[src/rtl/cpu_defs_pkg.sv]
// Shared CPU front-end definitions: PC width, fetch FSM encoding, reset
// defaults and a word-alignment helper.
// Ports: none (package).
package cpu_defs_pkg;

  localparam int PC_W = 32;

  localparam logic [PC_W-1:0] DEF_RESET_PC = 32'hBFC0_0000;
  localparam logic [PC_W-1:0] DEF_NOP_INST = 32'h0000_0000;

  // S_REQ : request on the bus, waiting for addr_ok
  // S_WAIT: request accepted, waiting for data_ok
  // S_HAVE: fetched word parked in fbuf, waiting for the pipe to advance
  typedef enum logic [1:0] {
    S_REQ  = 2'd0,
    S_WAIT = 2'd1,
    S_HAVE = 2'd2
  } fetch_state_e;

  // Instruction addresses are always word aligned.
  function automatic logic [PC_W-1:0] align_word(input logic [PC_W-1:0] a);
    return a & ~32'h0000_0003;
  endfunction

endpackage

[src/rtl/fetch_stage.sv]
// Instruction-fetch front end: owns the PC, runs a single-outstanding
// req/addr_ok/data_ok fetch port, parks one fetched word and holds the F->D register.
// Ports: hazard controls (F_ena/D_ena/F_flush/D_flush), execute redirect,
// instruction memory port (inst_*), decode outputs (D_pc/D_inst/D_valid), F_busy.
module fetch_stage
  import cpu_defs_pkg::*;
#(
  parameter logic [31:0] RESET_PC = DEF_RESET_PC,
  parameter logic [31:0] NOP_INST = DEF_NOP_INST
) (
  input  logic        clk,
  input  logic        resetn,
  input  logic        F_ena,
  input  logic        D_ena,
  input  logic        F_flush,
  input  logic        D_flush,
  input  logic        E_branch_taken,
  input  logic [31:0] E_branch_target,
  output logic        inst_req,
  output logic [31:0] inst_addr,
  input  logic        inst_addr_ok,
  input  logic        inst_data_ok,
  input  logic [31:0] inst_rdata,
  output logic [31:0] D_pc,
  output logic [31:0] D_inst,
  output logic        D_valid,
  output logic        F_busy
);

  fetch_state_e state_q, state_d;
  logic [31:0]  pc_q, pc_d;
  logic         cancel_q, cancel_d;
  logic [31:0]  fbuf_q, fbuf_d;
  logic         d_valid_q;
  logic [31:0]  d_pc_q;
  logic [31:0]  d_inst_q;

  logic        advance;
  logic        kill;
  logic        data_hit;
  logic        avail;
  logic        take;
  logic [31:0] inst_sel;

  always_comb begin
    advance  = F_ena & D_ena;
    // A redirect and a fetch flush both squash the current fetch; they
    // differ only in where the PC goes.
    kill     = E_branch_taken | F_flush;
    data_hit = (state_q == S_WAIT) & inst_data_ok & ~cancel_q;
    avail    = data_hit | (state_q == S_HAVE);
    // A squashed instruction never reaches decode, even with advance high.
    take     = avail & advance & ~kill;
    inst_sel = (state_q == S_HAVE) ? fbuf_q : inst_rdata;
  end

  always_comb begin
    state_d  = state_q;
    pc_d     = pc_q;
    cancel_d = cancel_q;
    fbuf_d   = fbuf_q;

    unique case (state_q)
      S_REQ: begin
        // data_ok here can only be a leftover from before reset: ignored.
        if (inst_addr_ok) begin
          state_d  = S_WAIT;
          // The accepted request is for the old PC if we are squashing now.
          cancel_d = kill;
        end
      end
      S_WAIT: begin
        if (inst_data_ok) begin
          // Arriving data consumes any pending cancel, including one
          // raised in this very cycle.
          cancel_d = 1'b0;
          if (cancel_q || kill || advance) begin
            state_d = S_REQ;
          end else begin
            state_d = S_HAVE;
            fbuf_d  = inst_rdata;
          end
        end else if (kill) begin
          cancel_d = 1'b1;
        end
      end
      S_HAVE: begin
        if (kill || advance) begin
          state_d = S_REQ;
        end
      end
      default: state_d = S_REQ;
    endcase

    if (take) begin
      pc_d = pc_q + 32'd4;
    end
    if (E_branch_taken) begin
      pc_d = align_word(E_branch_target);
    end
  end

  always_ff @(posedge clk) begin
    if (!resetn) begin
      state_q  <= S_REQ;
      pc_q     <= RESET_PC;
      cancel_q <= 1'b0;
      fbuf_q   <= NOP_INST;
    end else begin
      state_q  <= state_d;
      pc_q     <= pc_d;
      cancel_q <= cancel_d;
      fbuf_q   <= fbuf_d;
    end
  end

  // F->D register: flush beats load, load beats bubble, otherwise hold.
  always_ff @(posedge clk) begin
    if (!resetn) begin
      d_valid_q <= 1'b0;
      d_pc_q    <= 32'd0;
      d_inst_q  <= NOP_INST;
    end else if (D_flush) begin
      d_valid_q <= 1'b0;
      d_inst_q  <= NOP_INST;
    end else if (take) begin
      d_valid_q <= 1'b1;
      d_pc_q    <= align_word(pc_q);
      d_inst_q  <= inst_sel;
    end else if (D_ena) begin
      d_valid_q <= 1'b0;
      d_inst_q  <= NOP_INST;
    end
  end

  assign inst_req  = (state_q == S_REQ);
  assign inst_addr = align_word(pc_q);
  assign D_valid   = d_valid_q;
  assign D_pc      = d_pc_q;
  assign D_inst    = d_inst_q;
  assign F_busy    = ~avail;

endmodule

[config.mk]
export PLATFORM = sky130hd
export DESIGN_NAME = fetch_stage
export DESIGN_NICKNAME = d
export VERILOG_FILES = /design/src/rtl/cpu_defs_pkg.sv /design/src/rtl/fetch_stage.sv
export SDC_FILE = /design/constraint.sdc
export NUM_CORES = 1
export LEC_CHECK = 0
export BUFFER_PORTS_ARGS = -buffer_cell sky130_fd_sc_hd__buf_2
export CAP_MARGIN = 20
export CORE_UTILIZATION = 40
export DETAILED_ROUTE_END_ITERATION = 8
export PLACE_DENSITY_LB_ADDON = 0.25
export SYNTH_ARGS = -nofsm -noshare
export SYNTH_HDL_FRONTEND = slang
export SYNTH_SLANG_ARGS = --single-unit
[constraint.sdc]
create_clock -name clk -period 5.1 [get_ports clk]
set_input_delay 0.255 -clock clk [delete_from_list [all_inputs] [get_ports clk]]
set_output_delay 0.255 -clock clk [all_outputs]
set_load 0.005 [all_outputs]
==> metrics.txt <==
Slew Viols, Final 0; xor/xnor cell area share of the yosys netlist less than 1%; CP Data Required Time around 5500 ps; die height ~120 um; Period minus WS final 2950 ps; Post-Synth Adder-Cell Area less than 1%; final setup fails 0; WP buf/inv 0; Max Cap Viol 0; Initial Utilization 41.5%; post-synthesis cell count between 700 and 800; M3 GR Usage under 10%; CTS root buf clkbuf_16; mux contribution to synthesized area less than 1%; CTS sink cnt approximately 130; Antenna Nets Post-Route 0; RSZ-0062 raised after global routing no; synth warn 0; port buffer count between 150 and 200; drt initial violations around 380; Chip Width ~120 um; clk_lat worst skew approximately 420 ps; Fin. Hold Viols 0; via count 5554; Seq/Total Area, Yosys 46.1%; CTS clk-pin slew, worst paths around 60 ps; Tcrit/Tclk final between 50 and 60%; # nets final 956; data arrival time of the worst path roughly 3300 ps; measured slew at the worst slew-check pin a little over 1000 ps; Startpoint Class register; worst path cell trace nor2b_4, o2111ai_4, or4_1, o311ai_1, nor3b_1; first-pass GRT wire length around 25000 um; Crit Path Max Fanout 38; TritonCTS clock tree done; final core utilization between 50% and 60%; complex-gate fraction of the synthesized area approximately a fifth; std cell rows 42; share of layout cells above drive strength 1 24.2%; grt ovf 0; GRT met2 Usage 33.2%; largest family of logic cells by synthesized area simple AND/OR/NAND/NOR gates; cts hold-fix bufs 0; post-synthesis simple-gate area fraction between 20 and 30%; Synth cell types ~60; Post-Route WL 15500 um; initial antenna violation count 1; DIE AREA between 0.01 and 0.015 mm2; vias in the first global route between 5000 and 6000; largest net degree at the start of global routing 49; status completed; Mean Syn Cell Area 7.47 um2; CP top delay family simple AND/OR/NAND/NOR gates; vias per cell just over 5; Peak VDD IR between 0.0002 and 0.00025 V; Worst Hold Class in2reg; synthesized area between 0.005 and 0.006 mm2; crit-path max cell delay around 820 ps; CP Class reg2reg; Post CTS Setup Buffer Count 0; GRT Util Overall between 20% and 30%; Worst setup EP type register; global route hottest layer met2; core box area around 0.013 mm2; total CTS buffers 17; CP max stage cell nor2b_4; Post-synth ARST share 0%; Max Root-Sink Buffers 2; routability cong. ~0.75; H-Tree Depth 4; Post-synth top flop dfxtp_1; drt wl/cell around 14 um; cells resized by post-CTS repair 0; detailed placement HPWL 9990 um; leak pwr approximately 0.003 uW; Layout area overhead 27.4%; Clock Skews roughly 8.0 ps; PwrDens between 300 and 400 mW/mm2; number of flops mapped to enable cells by yosys 0; fmax 0.339 GHz; setup TNS 0 ps; normalized max-slew margin between 30% and 40%; drt pass-1 iters 5; met1 usage between 30% and 40%; I/O pins ~170; drt drc 0; #FFs+latches synth 128; antenna cells 0
[power by group]
| part | switching (uW) | internal [uW] | total [uW] |
|---|---|---|---|
| sequential | 28.7 | 1020 | 1050 |
| combinational | 86.5 | 61.9 | 148 |
| clock | 445 | 787 | 1230 |
[final timing paths]
| check | depth (start not counted) | endpoint | slack (ps) | from |
|---|---|---|---|---|
| worst max register to register | 5 | pc_q[19]$_SDFFE_PN0P_ | 2150 | state_q[1]$_SDFFE_PN0P_ |
| worst max-delay path | 5 | pc_q[19]$_SDFFE_PN0P_ | 2150 | state_q[1]$_SDFFE_PN0P_ |
| worst min-delay path | 3 | pc_q[28]$_SDFFE_PN1P_ | 80 | E_branch_target[28] |
| worst min register to register | 2 | D_pc[25]$_SDFFE_PN0P_ | 450 | D_pc[25]$_SDFFE_PN0P_ |
[layout make-up]
| cell class | count | area (um2) |
|---|---|---|
| Clock buffer | 20 | 457 |
| Clock inverter | 11 | 139 |
| Fill cell | 1355 | 6320 |
| Inverter | 10 | 37.5 |
| Multi-Input combinational cell | 551 | 2750 |
| Sequential cell | 128 | 2560 |
| Tap cell | 176 | 220 |
| Timing Repair Buffer | 174 | 913 |
[metrics by stage]
step / total power [uW] / hold slack, ps / instance area (um2) / instances / worst slack (ps)
after floorplan: 1140 / 389 / 5570 / 747 / 2880
after global placement: 1210 / 441 / 6460 / 1038 / 2150
after detailed placement: 1220 / 443 / 6480 / 1039 / 2140
after CTS: 2450 / 59.8 / 7080 / 1070 / 2120
after global routing: 2510 / 63.3 / 7080 / 1070 / 1920
final: 2430 / 76.1 / 7080 / 1070 / 2150
[metal layers]
layer  vias to the layer above  share of wire (%)  wire, um
li1                       2823                  -         -
met1                      2554                 49      7560
met2                       158                 44      6760
met3                        19                6.1       941
met4                         0                1.5       237
met5                         -                  0         0
[cell families (layout without fill, tap and decap cells)]
logic type	count (synthesis)	in the layout
XOR/XNOR	4	4
multiplexers	3	3
flip-flops	128	128
adder cells (fa/ha/maj)	1	1
other	1	4
buffers and inverters	68	215
AO/OA/AOI/OAI	193	193
AND/OR/NAND/NOR	346	346
[cell usage after synthesis (2+ instances only)]
library cell / instances / area [um2]
a21oi_1: 142 / 711
a2bb2oi_1: 2 / 17.5
a311oi_1: 3 / 26.3
a31oi_1: 6 / 37.5
and2_1: 3 / 18.8
and3_1: 2 / 12.5
buf_1: 7 / 26.3
buf_2: 2 / 10.0
buf_4: 5 / 37.5
clkbuf_1: 43 / 161
dfxtp_1: 128 / 2560
inv_1: 10 / 37.5
mux2i_1: 2 / 20.0
nand2_1: 214 / 803
nand2b_1: 3 / 18.8
nand3_1: 18 / 90.1
nand4_1: 9 / 56.3
nand4_2: 2 / 25.0
nand4b_1: 2 / 17.5
nor2_1: 55 / 206
nor3_1: 5 / 25.0
nor4_1: 6 / 37.5
o211a_1: 3 / 30.0
o211ai_1: 8 / 60.1
o21a_1: 3 / 22.5
o21ai_0: 8 / 40.0
o311a_1: 4 / 40.0
o311ai_0: 2 / 17.5
o311ai_1: 2 / 17.5
o31ai_1: 3 / 22.5
or3_1: 9 / 56.3
or4_1: 4 / 30.0
xor2_1: 3 / 26.3
[cell usage in the layout, fill, tap and decap left out, drive strengths merged, types with 4 or more instances in the layout]
master	synthesis	final
a21oi	142	142
a31oi	6	6
and2	4	4
buf	14	174
clkbuf	44	20
clkinv	0	6
conb	1	4
dfxtp	128	128
inv	10	10
nand2	214	214
nand3	19	19
nand4	11	11
nor2	55	55
nor3	5	5
nor4	7	7
o211ai	8	8
o21ai	8	8
o311a	4	4
o311ai	4	4
or3	9	9
or4	5	5
[tightest hold or removal path, stage by stage]
cell and delay [ps]:
buf_2 80, a21oi_1 60, o311ai_1 60
[state kept, by name, indices dropped and copies added, names as in the netlist]
signal	cells
D_pc	30
D_inst	32
fbuf_q	32
D_valid	1
pc_q	30
state_q	2
cancel_q	1
No activity file was read; power rests on OpenSTA's default activity.
